===== src/rtl/bgpu_pkg.sv =====
// -----------------------------------------------------------------------------
// bgpu_pkg
// Shared types for the thread-block distribution path: program counter,
// data/parameter address, thread-block size/index and thread-group id. Also
// holds the modular-increment helper used by the round-robin searches.
// -----------------------------------------------------------------------------
package bgpu_pkg;

  localparam int unsigned DefaultPcWidth        = 32'd16;
  localparam int unsigned DefaultAddressWidth   = 32'd32;
  localparam int unsigned DefaultTblockIdxBits  = 32'd8;
  localparam int unsigned DefaultTblockSizeBits = 32'd4;
  localparam int unsigned DefaultTgroupIdBits   = 32'd8;

  typedef logic [DefaultPcWidth-1:0]        pc_t;
  typedef logic [DefaultAddressWidth-1:0]   addr_t;
  typedef logic [DefaultTblockIdxBits-1:0]  tblock_idx_t;
  typedef logic [DefaultTblockSizeBits-1:0] tblock_size_t;
  typedef logic [DefaultTgroupIdBits-1:0]   tgroup_id_t;

  // (base + off) mod n, used to walk the clusters from a round-robin pointer.
  function automatic int unsigned rr_wrap(input int unsigned base,
                                          input int unsigned off,
                                          input int unsigned n);
    return (base + off) % n;
  endfunction

endpackage


===== src/rtl/tblock_done_buffer.sv =====
// -----------------------------------------------------------------------------
// tblock_done_buffer
// One-entry hold register for a cluster's thread-block-done report.
// Ports:
//   clk_i, rst_i   clock, synchronous active-high reset
//   done_i         done valid from the cluster
//   done_id_i      thread-group id of the finished block
//   clear_i        entry has been forwarded downstream; free it
//   ready_o        entry is empty (ready towards the cluster)
//   valid_o, id_o  held entry
// -----------------------------------------------------------------------------
module tblock_done_buffer
  import bgpu_pkg::*;
#(
  parameter int unsigned IdBits = DefaultTgroupIdBits
) (
  input  logic              clk_i,
  input  logic              rst_i,
  input  logic              done_i,
  input  logic [IdBits-1:0] done_id_i,
  input  logic              clear_i,
  output logic              ready_o,
  output logic              valid_o,
  output logic [IdBits-1:0] id_o
);

  logic              valid_r;
  logic [IdBits-1:0] id_r;

  // Hold register: clear wins; a capture is only possible while empty.
  always_ff @(posedge clk_i) begin
    if (rst_i) begin
      valid_r <= 1'b0;
      id_r    <= {IdBits{1'b0}};
    end else if (clear_i) begin
      valid_r <= 1'b0;
    end else if (done_i && !valid_r) begin
      valid_r <= 1'b1;
      id_r    <= done_id_i;
    end else begin
      valid_r <= valid_r;
    end
  end

  assign ready_o = ~valid_r;
  assign valid_o = valid_r;
  assign id_o    = id_r;

endmodule


===== src/rtl/tblock_distributor.sv =====
// -----------------------------------------------------------------------------
// tblock_distributor
// Spreads warp allocations from the dispatcher over NumClusters compute
// clusters (round robin over clusters with a free warp) and merges the
// per-cluster thread-block-done reports into one stream (round robin).
// Ports:
//   clk_i, rst_i                 clock, synchronous active-high reset
//   warp_free_o                  some cluster has a free warp
//   allocate_warp_i + payload    allocation request from the dispatcher
//   warp_free_i                  per-cluster free-warp flags
//   allocate_warp_o + payload    one-hot allocate strobe, broadcast payload
//   tblock_done_i/_id_i/_ready_o per-cluster done streams
//   tblock_done_o/_id_o/_ready_i merged done stream to the thread engine
//   busy_o                       some block is still outstanding
// -----------------------------------------------------------------------------
module tblock_distributor
  import bgpu_pkg::*;
#(
  parameter int unsigned NumClusters    = 32'd4,
  parameter int unsigned PcWidth        = DefaultPcWidth,
  parameter int unsigned AddressWidth   = DefaultAddressWidth,
  parameter int unsigned TblockIdxBits  = DefaultTblockIdxBits,
  parameter int unsigned TblockSizeBits = DefaultTblockSizeBits,
  parameter int unsigned TgroupIdBits   = DefaultTgroupIdBits
) (
  input  logic                                clk_i,
  input  logic                                rst_i,
  output logic                                warp_free_o,
  input  logic                                allocate_warp_i,
  input  logic [PcWidth-1:0]                  allocate_pc_i,
  input  logic [AddressWidth-1:0]             allocate_dp_addr_i,
  input  logic [TblockSizeBits-1:0]           allocate_tblock_size_i,
  input  logic [TblockIdxBits-1:0]            allocate_tblock_idx_i,
  input  logic [TgroupIdBits-1:0]             allocate_tgroup_id_i,
  input  logic [NumClusters-1:0]              warp_free_i,
  output logic [NumClusters-1:0]              allocate_warp_o,
  output logic [PcWidth-1:0]                  allocate_pc_o,
  output logic [AddressWidth-1:0]             allocate_dp_addr_o,
  output logic [TblockSizeBits-1:0]           allocate_tblock_size_o,
  output logic [TblockIdxBits-1:0]            allocate_tblock_idx_o,
  output logic [TgroupIdBits-1:0]             allocate_tgroup_id_o,
  input  logic [NumClusters-1:0]              tblock_done_i,
  input  logic [NumClusters*TgroupIdBits-1:0] tblock_done_id_i,
  output logic [NumClusters-1:0]              tblock_done_ready_o,
  output logic                                tblock_done_o,
  output logic [TgroupIdBits-1:0]             tblock_done_id_o,
  input  logic                                tblock_done_ready_i,
  output logic                                busy_o
);

  localparam int unsigned PtrW = $clog2(NumClusters);
  localparam int unsigned CntW = TblockIdxBits + 32'd1;
  localparam logic [CntW-1:0] CntZero = {CntW{1'b0}};
  localparam logic [CntW-1:0] CntOne  = CntW'(1'b1);

  logic [PtrW-1:0]         rr_alloc_r;
  logic [PtrW-1:0]         rr_done_r;
  logic                    locked_r;
  logic [PtrW-1:0]         locked_idx_r;
  logic [CntW-1:0]         cnt_r [NumClusters];

  logic                    alloc_hit_s;
  logic [PtrW-1:0]         alloc_sel_s;
  logic [PtrW-1:0]         alloc_cand_s;
  logic [NumClusters-1:0]  alloc_vec_s;
  logic                    done_any_s;
  logic [PtrW-1:0]         done_win_s;
  logic [PtrW-1:0]         done_cand_s;
  logic                    done_fire_s;
  logic [NumClusters-1:0]  hold_valid_s;
  logic [NumClusters-1:0]  hold_clear_s;
  logic [NumClusters-1:0]  ready_s;
  logic [NumClusters-1:0]  done_cap_s;
  logic [TgroupIdBits-1:0] hold_id_s [NumClusters];
  logic                    cnt_nz_s;

  assign warp_free_o            = |warp_free_i;
  assign allocate_pc_o          = allocate_pc_i;
  assign allocate_dp_addr_o     = allocate_dp_addr_i;
  assign allocate_tblock_size_o = allocate_tblock_size_i;
  assign allocate_tblock_idx_o  = allocate_tblock_idx_i;
  assign allocate_tgroup_id_o   = allocate_tgroup_id_i;

  // Allocation search: first free cluster at or after rr_alloc_r, with wrap.
  always_comb begin
    alloc_hit_s  = 1'b0;
    alloc_sel_s  = {PtrW{1'b0}};
    alloc_cand_s = {PtrW{1'b0}};
    for (int unsigned i = 32'd0; i < NumClusters; i++) begin
      alloc_cand_s = PtrW'(rr_wrap(32'(rr_alloc_r), i, NumClusters));
      if (!alloc_hit_s && warp_free_i[alloc_cand_s]) begin
        alloc_hit_s = 1'b1;
        alloc_sel_s = alloc_cand_s;
      end else begin
        alloc_hit_s = alloc_hit_s;
      end
    end
  end

  // One-hot strobe; a request with no free warp is dropped.
  always_comb begin
    alloc_vec_s = {NumClusters{1'b0}};
    if (allocate_warp_i && alloc_hit_s) begin
      alloc_vec_s[alloc_sel_s] = 1'b1;
    end else begin
      alloc_vec_s = {NumClusters{1'b0}};
    end
  end

  assign allocate_warp_o = alloc_vec_s;

  // Done search; a winner offered but not yet accepted stays locked so the
  // output cannot switch to a slot that captures later at higher priority.
  always_comb begin
    done_any_s  = |hold_valid_s;
    done_win_s  = {PtrW{1'b0}};
    done_cand_s = {PtrW{1'b0}};
    if (locked_r) begin
      done_win_s = locked_idx_r;
    end else begin
      for (int unsigned i = 32'd0; i < NumClusters; i++) begin
        done_cand_s = PtrW'(rr_wrap(32'(rr_done_r), 32'(NumClusters - 32'd1 - i), NumClusters));
        if (hold_valid_s[done_cand_s]) begin
          done_win_s = done_cand_s;
        end else begin
          done_win_s = done_win_s;
        end
      end
    end
  end

  assign done_fire_s      = done_any_s && tblock_done_ready_i;
  assign tblock_done_o    = done_any_s;
  assign tblock_done_id_o = hold_id_s[done_win_s];

  // Clear strobe for the accepted winner.
  always_comb begin
    hold_clear_s = {NumClusters{1'b0}};
    if (done_fire_s) begin
      hold_clear_s[done_win_s] = 1'b1;
    end else begin
      hold_clear_s = {NumClusters{1'b0}};
    end
  end

  assign done_cap_s          = tblock_done_i & ready_s;
  assign tblock_done_ready_o = ready_s;

  for (genvar c = 0; c < NumClusters; c++) begin : g_hold
    tblock_done_buffer #(
      .IdBits (TgroupIdBits)
    ) u_hold (
      .clk_i     (clk_i),
      .rst_i     (rst_i),
      .done_i    (tblock_done_i[c]),
      .done_id_i (tblock_done_id_i[c*TgroupIdBits +: TgroupIdBits]),
      .clear_i   (hold_clear_s[c]),
      .ready_o   (ready_s[c]),
      .valid_o   (hold_valid_s[c]),
      .id_o      (hold_id_s[c])
    );
  end

  // Round-robin pointers and the done-winner lock.
  always_ff @(posedge clk_i) begin
    if (rst_i) begin
      rr_alloc_r   <= {PtrW{1'b0}};
      rr_done_r    <= {PtrW{1'b0}};
      locked_r     <= 1'b0;
      locked_idx_r <= {PtrW{1'b0}};
    end else begin
      if (allocate_warp_i && alloc_hit_s) begin
        rr_alloc_r <= PtrW'(rr_wrap(32'(alloc_sel_s), 32'd1, NumClusters));
      end
      if (done_fire_s) begin
        rr_done_r <= PtrW'(rr_wrap(32'(done_win_s), 32'd1, NumClusters));
      end
      locked_r     <= done_any_s && !tblock_done_ready_i;
      locked_idx_r <= done_win_s;
    end
  end

  // Outstanding-block counters: +1 per allocation, -1 per captured done,
  // saturating at zero.
  always_ff @(posedge clk_i) begin
    if (rst_i) begin
      for (int c = 0; c < int'(NumClusters); c++) begin
        cnt_r[c] <= CntZero;
      end
    end else begin
      for (int c = 0; c < int'(NumClusters); c++) begin
        case ({alloc_vec_s[c], done_cap_s[c]})
          2'b10: cnt_r[c] <= cnt_r[c] + CntOne;
          2'b01: begin
            if (cnt_r[c] != CntZero) begin
              cnt_r[c] <= cnt_r[c] - CntOne;
            end else begin
              cnt_r[c] <= CntZero;
            end
          end
          default: cnt_r[c] <= cnt_r[c];
        endcase
      end
    end
  end

  // Busy while any counter is non-zero or any done is still held.
  always_comb begin
    cnt_nz_s = 1'b0;
    for (int c = 0; c < int'(NumClusters); c++) begin
      if (cnt_r[c] != CntZero) begin
        cnt_nz_s = 1'b1;
      end else begin
        cnt_nz_s = cnt_nz_s;
      end
    end
  end

  assign busy_o = cnt_nz_s | (|hold_valid_s);

endmodule


===== config.mk =====
export PLATFORM = sky130hd
export DESIGN_NAME = tblock_distributor
export DESIGN_NICKNAME = d
export VERILOG_FILES = /design/src/rtl/bgpu_pkg.sv /design/src/rtl/tblock_done_buffer.sv /design/src/rtl/tblock_distributor.sv
export SDC_FILE = /design/constraint.sdc
export NUM_CORES = 1
export LEC_CHECK = 0
export CAP_MARGIN = 25
export CORE_MARGIN = 3
export CORE_UTILIZATION = 65
export CTS_CLUSTER_DIAMETER = 100
export DETAILED_ROUTE_END_ITERATION = 7
export DONT_BUFFER_PORTS = 1
export PLACE_DENSITY = 0.83
export SETUP_SLACK_MARGIN = 0.02
export SYNTH_ARGS = -nofsm -noshare
export SYNTH_HDL_FRONTEND = slang
export SYNTH_HIERARCHICAL = 1
export SYNTH_SLANG_ARGS = --single-unit
export TNS_END_PERCENT = 10

===== constraint.sdc =====
create_clock -name clk_i -period 10.8 [get_ports clk_i]
set_input_delay 2.16 -clock clk_i [delete_from_list [all_inputs] [get_ports clk_i]]
set_output_delay 2.16 -clock clk_i [all_outputs]
set_load 0.02 [all_outputs]

==> flow_summary_export.csv, run 1 <==
group,metric,value,unit
placed_design,gp_congestion,0.9097,
power_and_ir_drop,p_comb_frac,0.299,
clock_tree,cts_tree,"done",
synthesis,yosysSeqAreaShare,0.3355,
grt,grt_max_degree,88,
grt,antenna_found_initial,0,
sta,finalClockSkew,0.01417,ns
synthesis,synth_warnings,6,
grt,grt_pass1_vias,4120,
grt,grt_usage,0.2293,
sta,fin_setup_tns,0,ns
routing,ant_nets,0,
cells_and_area,register_area,1942,sq um
synthesis,synth_area_leader_cell,"edfxtp_1",
synthesis,synthSimpleGateAreaFrac,0.2054,
power_and_ir_drop,p_leak,2.273,nW
power_and_ir_drop,max-vdd-ir-drop,0.08297,mV
cells_and_area,area_growth,-4.885,%
setup_path,endpoint_kind,"output port",
synthesis,synth.top_cell.area_share,0.1868,
floorplanning,fp-row-count,33,
power_and_ir_drop,p_per_area,162.2,nW/um^2
sta,hold_viol,0,
grt,grt_overflow,0,
run,drv_cap,0,
routing,drc,0,
synthesis,syn_area,5788,sq um
clock_tree,post_cts_resized,0,
synthesis,synth_fa_ha_area_frac,0.09468,
routing,dr.pass1.iters,5,
floorplanning,die_height,100.4,um
synthesis,async_flop_share,0,
power_and_ir_drop,cellInternalPower,0.5828,mW
floorplanning,core,8423,sq um
cells_and_area,nFillCells,687,
synthesis,synth_area_leaders,"edfxtp_1 19%, dfxtp_1 15%, mux2i_1 10%, buf_4 8.8%, ha_1 8.4%",
clock_tree,worstSkewPairLatency,0.35,ns
synthesis,muxShareOfSynthArea,0.1003,
sta,maxSlewHeadroom,0.2797,
sta,min_period,5.645,ns
sta,drv_slew,0,
clock_tree,postCtsHoldBufs,0,
power_and_ir_drop,p_seq_frac,0.446,
synthesis,synth-compound-area-share,0.1016,
routing,detail_route.wl_per_cell,16.96,um
floorplanning,ios,199,
sta,fmax,177.2,MHz
floorplanning,start_util,0.6872,
synthesis,synth_seq_cells,79,
power_and_ir_drop,clock_power_share,0.254,
floorplanning,die-area,10070,sq um
cells_and_area,final_layout_size_suffix_gt1_frac,0.04425,
setup_path,startpoint_type,"input pin",
power_and_ir_drop,switching_power,0.3101,mW
grt,grt_pass1_wl,18810,um
min_path,hold_path_depth,2,
cells_and_area,fin_nets,714,
clock_tree,cts_root_buf,"clkbuf_8",
routing,drt_wl_total,11360,um
setup_path,worstPathArrival,3.48,ns
clock_tree,cts_setup_buffers,0,
setup_path,rr_worst_depth,16,
synthesis,syn_area_per_cell,9.072,sq um
synthesis,synth-xor-area-share,0.02724,
run_status,outcome,"complete, no violations",
power_and_ir_drop,swShare,0.3473,
synthesis,synth.most_common_cell,"nand2b_1",
synthesis,synth_edf_count,36,
clock_tree,clock_sinks,79,
sta,setup_viol_count_final,0,
floorplanning,die_x,100.4,um
sta,rsz0062_at_grt,"false",
clock_tree,cts.clk_slew.worst_paths,0.09,ns
clock_tree,h-tree-depth,3,
setup_path,crit_fanout,7,
setup_path,path_class,"in2out",
setup_path,cp.required,8.64,ns
clock_tree,clock_path_buffers,2,
cells_and_area,multi_input_area,3077,sq um
routing,drtIter0Drc,302,
sta,finalCritPeriodShare,0.5227,
clock_tree,cts_buffers,9,
cells_and_area,fin_util,0.6536,
cells_and_area,antenna_cells,0,
synthesis,synthCells,638,
synthesis,synth_common_cells,"73 x nand2b_1, 68 x buf_4, 66 x nor2_1",
synthesis,yosysUniqueCellTypes,46,
synthesis,synth_top_family_by_area,"simple AND/OR/NAND/NOR gates",
routing,vias_per_cell,6.142,
sta,max_slew.worst_pin.slew,1.071,ns
placed_design,portBuffers,0,
synthesis,syn_nets,792,
placed_design,dp_hpwl,8465,um
synthesis,ys.flop_type,"dfxtp_1",
min_path,hold_path.class,"reg2reg",
routing,num_vias,4115,
## cell usage in the layout, fill, tap and decap left out, drive strengths merged, types with 2 or more instances in the layout
cell | Yosys | routed
nand2b | 73 | 73
nor2 | 66 | 66
mux2i | 58 | 58
dfxtp | 43 | 43
ha | 39 | 39
inv | 35 | 39
edfxtp | 36 | 36
nand2 | 26 | 26
a21oi | 24 | 24
nor3 | 16 | 16
a211oi | 13 | 13
nand3 | 12 | 12
xor2 | 10 | 10
nor4 | 9 | 9
clkbuf | 8 | 9
o21ai | 8 | 8
o21bai | 8 | 8
xnor2 | 8 | 8
a31oi | 6 | 6
and2 | 5 | 5
o211ai | 5 | 5
o41ai | 5 | 5
o22ai | 4 | 4
nor2b | 4 | 4
and3 | 4 | 4
nor3b | 4 | 4
or3 | 3 | 3
a211o | 3 | 3
fa | 3 | 3
o221ai | 2 | 2
or4 | 2 | 2
a21o | 2 | 2
clkinv | 0 | 2
o31ai | 2 | 2
buf | 83 | 2
## flip-flops by register name (all words and copies together) (netlist names)
register,cells
cnt_r,36
g_hold.u_hold/id_o,32
g_hold.u_hold/valid_o,4
locked_idx_r,2
locked_r,1
rr_alloc_r,2
rr_done_r,2
## per-stage QoR
step	cell area (sq um)	instances	setup slack, ns	hold WS (ns)	power, mW
after global placement	5289	653	5.183	0.4565	0.6540
after detailed placement	5304	654	5.086	0.4603	0.6705
after global routing	5505	670	5.135	0.5046	0.9491
after CTS	5505	670	5.167	0.4793	0.8972
final	5505	670	5.155	0.4777	0.8929
after floorplan	5788	638	5.257	0.4475	0.6561
## metal layers
metal  global-route usage  vias up  wire (um)
met3              0.05212       74        834
met1               0.2629     1890       4359
met5                    0        -          0
met2               0.3802      160       5447
met4               0.1544        0        723
li1                     -     1991          -
## final timing paths
check                                             start                               endpoint  slack [ns]
hold reg to reg   g_hold[1].u_hold/id_o[3]$_SDFFE_PP0P_  g_hold[1].u_hold/id_o[3]$_SDFFE_PP0P_        0.48
hold / removal    g_hold[1].u_hold/id_o[3]$_SDFFE_PP0P_  g_hold[1].u_hold/id_o[3]$_SDFFE_PP0P_        0.48
setup / recovery                         warp_free_i[0]                     allocate_warp_o[2]        5.16
setup reg to reg             rr_alloc_r[0]$_SDFFE_PP0N_              cnt_r[2][8]$_SDFFCE_PP0P_        6.92
## worst max-delay path, stage by stage
cell,delay [ns]
or4_1,0.66
and2_1,0.31
nand2_1,0.19
inv_1,0.16
## layout make-up
type                       count  area share
inverter                      35     0.02386
multi-input combinational    433      0.5589
sequential                    79      0.3527
clock inverter                 7     0.01409
timing repair buffer           2    0.004091
clock buffer                   9     0.02250
tap                          105     0.02386
## logic make-up after synthesis
| family | count (synthesis) |
|---|---|
| mux | 58 |
| flops | 79 |
| compound gates | 88 |
| buf+inv | 126 |
| xor+xnor | 18 |
| simple gates | 227 |
| fa+ha+maj | 42 |
## power groups by stage
| stage | sequential, mW | clock (mW) | combinational [mW] |
|---|---|---|---|
| floorplan | 0.392 | 0 | 0.264 |
| global placement | 0.402 | 0 | 0.252 |
| detailed placement | 0.405 | 0 | 0.266 |
| CTS | 0.398 | 0.231 | 0.268 |
| global route | 0.405 | 0.245 | 0.300 |
| finish | 0.399 | 0.227 | 0.267 |
Note: power is estimated with default switching activity, not from simulation.
==> run 2: changes to the inputs <==
- clock period: 10.8 -> 5.5 ns (I/O delays scaled with it)
==> run 2 against run 1 <==
- combinational power increased by 94%
- first-iteration DRC count decreased by 29%
- clock skew decreased by 0.0019 ns
- worst hold slack improved by 0.0017 ns
- flip-flop and latch count unchanged
- die area unchanged
- sequential power increased by 97%
- sequential share of layout area increased by 0.15 points
- clock power increased by 84%
- total power increased by 93%
- utilization decreased by 0.28 points
- critical path type is now in2reg
- largest power group unchanged
==> flow_summary_export.csv, run 2 (synthesis gave the netlist of run 1 again) <==
group,metric,value,unit
clock_tree,h-tree-depth,3,
setup_path,r2r_end,"cnt_r[0][8]$_SDFFCE_PP0P_",
setup_path,cp.required,5.61,ns
setup_path,rr_worst_depth,16,
clock_tree,postCtsHoldBufs,0,
cells_and_area,area_growth,-5.296,%
sta,fmax,235.5,MHz
setup_path,path_class,"in2reg",
clock_tree,cts_setup_buffers,0,
floorplanning,core,8423,sq um
setup_path,crit_cells,12,
routing,num_vias,4057,
grt,grt_overflow,0,
power_and_ir_drop,p_per_area,313.9,nW/um^2
routing,dr.pass1.iters,4,
setup_path,setup.worst_path.end,"cnt_r[0][8]$_SDFFCE_PP0P_",
cells_and_area,final_layout_size_suffix_gt1_frac,0.04425,
clock_tree,cts_buffers,9,
floorplanning,start_util,0.6872,
placed_design,placed_cell_area,5296,sq um
cells_and_area,mostFrequentLayoutCells,"73 x nand2b_1, 66 x nor2_1, 58 x mux2i_1",
placed_design,dp_hpwl,8660,um
placed_design,gp_congestion,0.8623,
setup_path,cpMaxStageDelayCell,"or4_1",
setup_path,startpoint_type,"input pin",
floorplanning,die_height,100.4,um
power_and_ir_drop,p_leak,2.263,nW
setup_path,timing.rr.start,"rr_alloc_r[0]$_SDFFE_PP0N_",
placed_design,dpl.cell_count,654,
run_status,outcome,"complete, no violations",
setup_path,worstPathArrival,4.35,ns
sta,setup_viol_count_final,0,
setup_path,endpoint_kind,"register",
sta,rsz0062_at_grt,"false",
cells_and_area,regMostFlops,"cnt_r",
setup_path,crit_path_cell_trace,"or4_1, and2_1, nand2_1, ha_1, nand2b_1, nor2_1, ha_1, a211oi_1, o21ai_0, a31oi_1, xnor2_1, nor2_1",
routing,drtIter0Drc,215,
setup_path,crit_fanout,8,
placed_design,place_ws,0.9112,ns
sta,fin_setup_tns,0,ns
min_path,hold_path.class,"reg2reg",
clock_tree,clock_sinks,79,
grt,grt_pass1_vias,4003,
cells_and_area,fin_cells,670,
grt,antenna_found_initial,0,
sta,fin_ws,1.255,ns
sta,drv_slew,0,
sta,hold_viol,0,
cells_and_area,largest_register_ffs,36,
sta,maxSlewHeadroom,0.3463,
routing,drc,0,
grt,grt_pass1_wl,18880,um
sta,finalClockSkew,0.01232,ns
clock_tree,worstSkewPairLatency,0.36,ns
routing,ant_nets,0,
floorplanning,die_x,100.4,um
cells_and_area,final_common_cell,"nand2b_1",
sta,finalCritPeriodShare,0.7719,
clock_tree,clock_path_buffers,2,
placed_design,portBuffers,0,
cells_and_area,antenna_cells,0,
routing,vias_per_cell,6.055,
grt,grt_usage,0.2322,
cells_and_area,fin_nets,714,
setup_path,critPathTopFamily,"simple AND/OR/NAND/NOR gates",
power_and_ir_drop,max-vdd-ir-drop,0.1562,mV
clock_tree,cts.clk_slew.worst_paths,0.10,ns
setup_path,r2r_slack,1.73,ns
setup_path,crit_start,"warp_free_i[0]",
sta,min_period,4.245,ns
routing,drt_wl_total,11510,um
sta,max_slew.worst_pin.slew,0.9716,ns
floorplanning,fp-row-count,33,
floorplanning,ios,199,
floorplanning,die-area,10070,sq um
clock_tree,cts_tree,"done",
clock_tree,post_cts_resized,0,
routing,detail_route.wl_per_cell,17.18,um
run,drv_cap,0,
clock_tree,cts_root_buf,"clkbuf_8",
setup_path,cpPeakStageDelay,0.65,ns
cells_and_area,final_area,5482,sq um
setup_path,critPathBufInv,0,
grt,grt_max_degree,88,
[run 2: worst min path at each step]
stage	startpoint	to	slack, ns	cells past startpoint
6_report	g_hold[1].u_hold/id_o[0]$_SDFFE_PP0P_	g_hold[1].u_hold/id_o[0]$_SDFFE_PP0P_	0.48	2
5_1_grt	g_hold[1].u_hold/id_o[0]$_SDFFE_PP0P_	g_hold[1].u_hold/id_o[0]$_SDFFE_PP0P_	0.50	2
4_1_cts	g_hold[2].u_hold/id_o[2]$_SDFFE_PP0P_	g_hold[2].u_hold/id_o[2]$_SDFFE_PP0P_	0.48	2
3_5_place_dp	g_hold[2].u_hold/id_o[0]$_SDFFE_PP0P_	g_hold[2].u_hold/id_o[0]$_SDFFE_PP0P_	0.46	2
3_3_place_gp	g_hold[2].u_hold/id_o[4]$_SDFFE_PP0P_	g_hold[2].u_hold/id_o[4]$_SDFFE_PP0P_	0.46	2
2_1_floorplan	g_hold[0].u_hold/id_o[0]$_SDFFE_PP0P_	g_hold[0].u_hold/id_o[0]$_SDFFE_PP0P_	0.45	2
[run 2: cell type report]
class	count	area, sq um
well taps	105	131.4
fillers	706	2942
multi-input cells	433	3077
inverters	35	131.4
clock buffers	9	123.9
clock inverters	7	61.31
flip-flops and latches	79	1942
repair buffers	2	15.01
[run 2: power by group]
part | leakage (nW) | internal, mW | switching (mW)
combinational | 1.44 | 0.213 | 0.305
sequential | 0.729 | 0.713 | 0.0725
clock | 0.0975 | 0.175 | 0.242
[run 2: worst register-to-register path, cell delays in order, from the launching register on]
cell and delay, ns:
dfxtp_1 0.39, nor2b_1 0.08, a21oi_1 0.12, o22ai_1 0.09
a21oi_1 0.29, inv_1 0.11, ha_1 0.21, nand2_1 0.07
ha_1 0.21, nand2b_1 0.11, nor2_1 0.50, ha_1 0.42
a211oi_1 0.40, o21ai_0 0.15, a31oi_1 0.21, xnor2_1 0.13
nor2_1 0.05
[run 2: layer usage]
layer,up-vias,wire [um],track usage
li1,1990,-,-
met1,1866,4599,0.2678
met2,133,5531,0.3756
met3,68,759,0.06671
met4,0,620,0.1503
met5,-,0,0
[run 2: stage by stage]
step	hold WS, ns	util	power (mW)
2_1_floorplan	0.4475	-	1.288
3_3_place_gp	0.4565	0.6288	1.285
3_5_place_dp	0.4614	0.6288	1.316
4_1_cts	0.4813	0.6508	1.730
5_1_grt	0.4985	0.6508	1.831
6_report	0.4794	0.6508	1.721
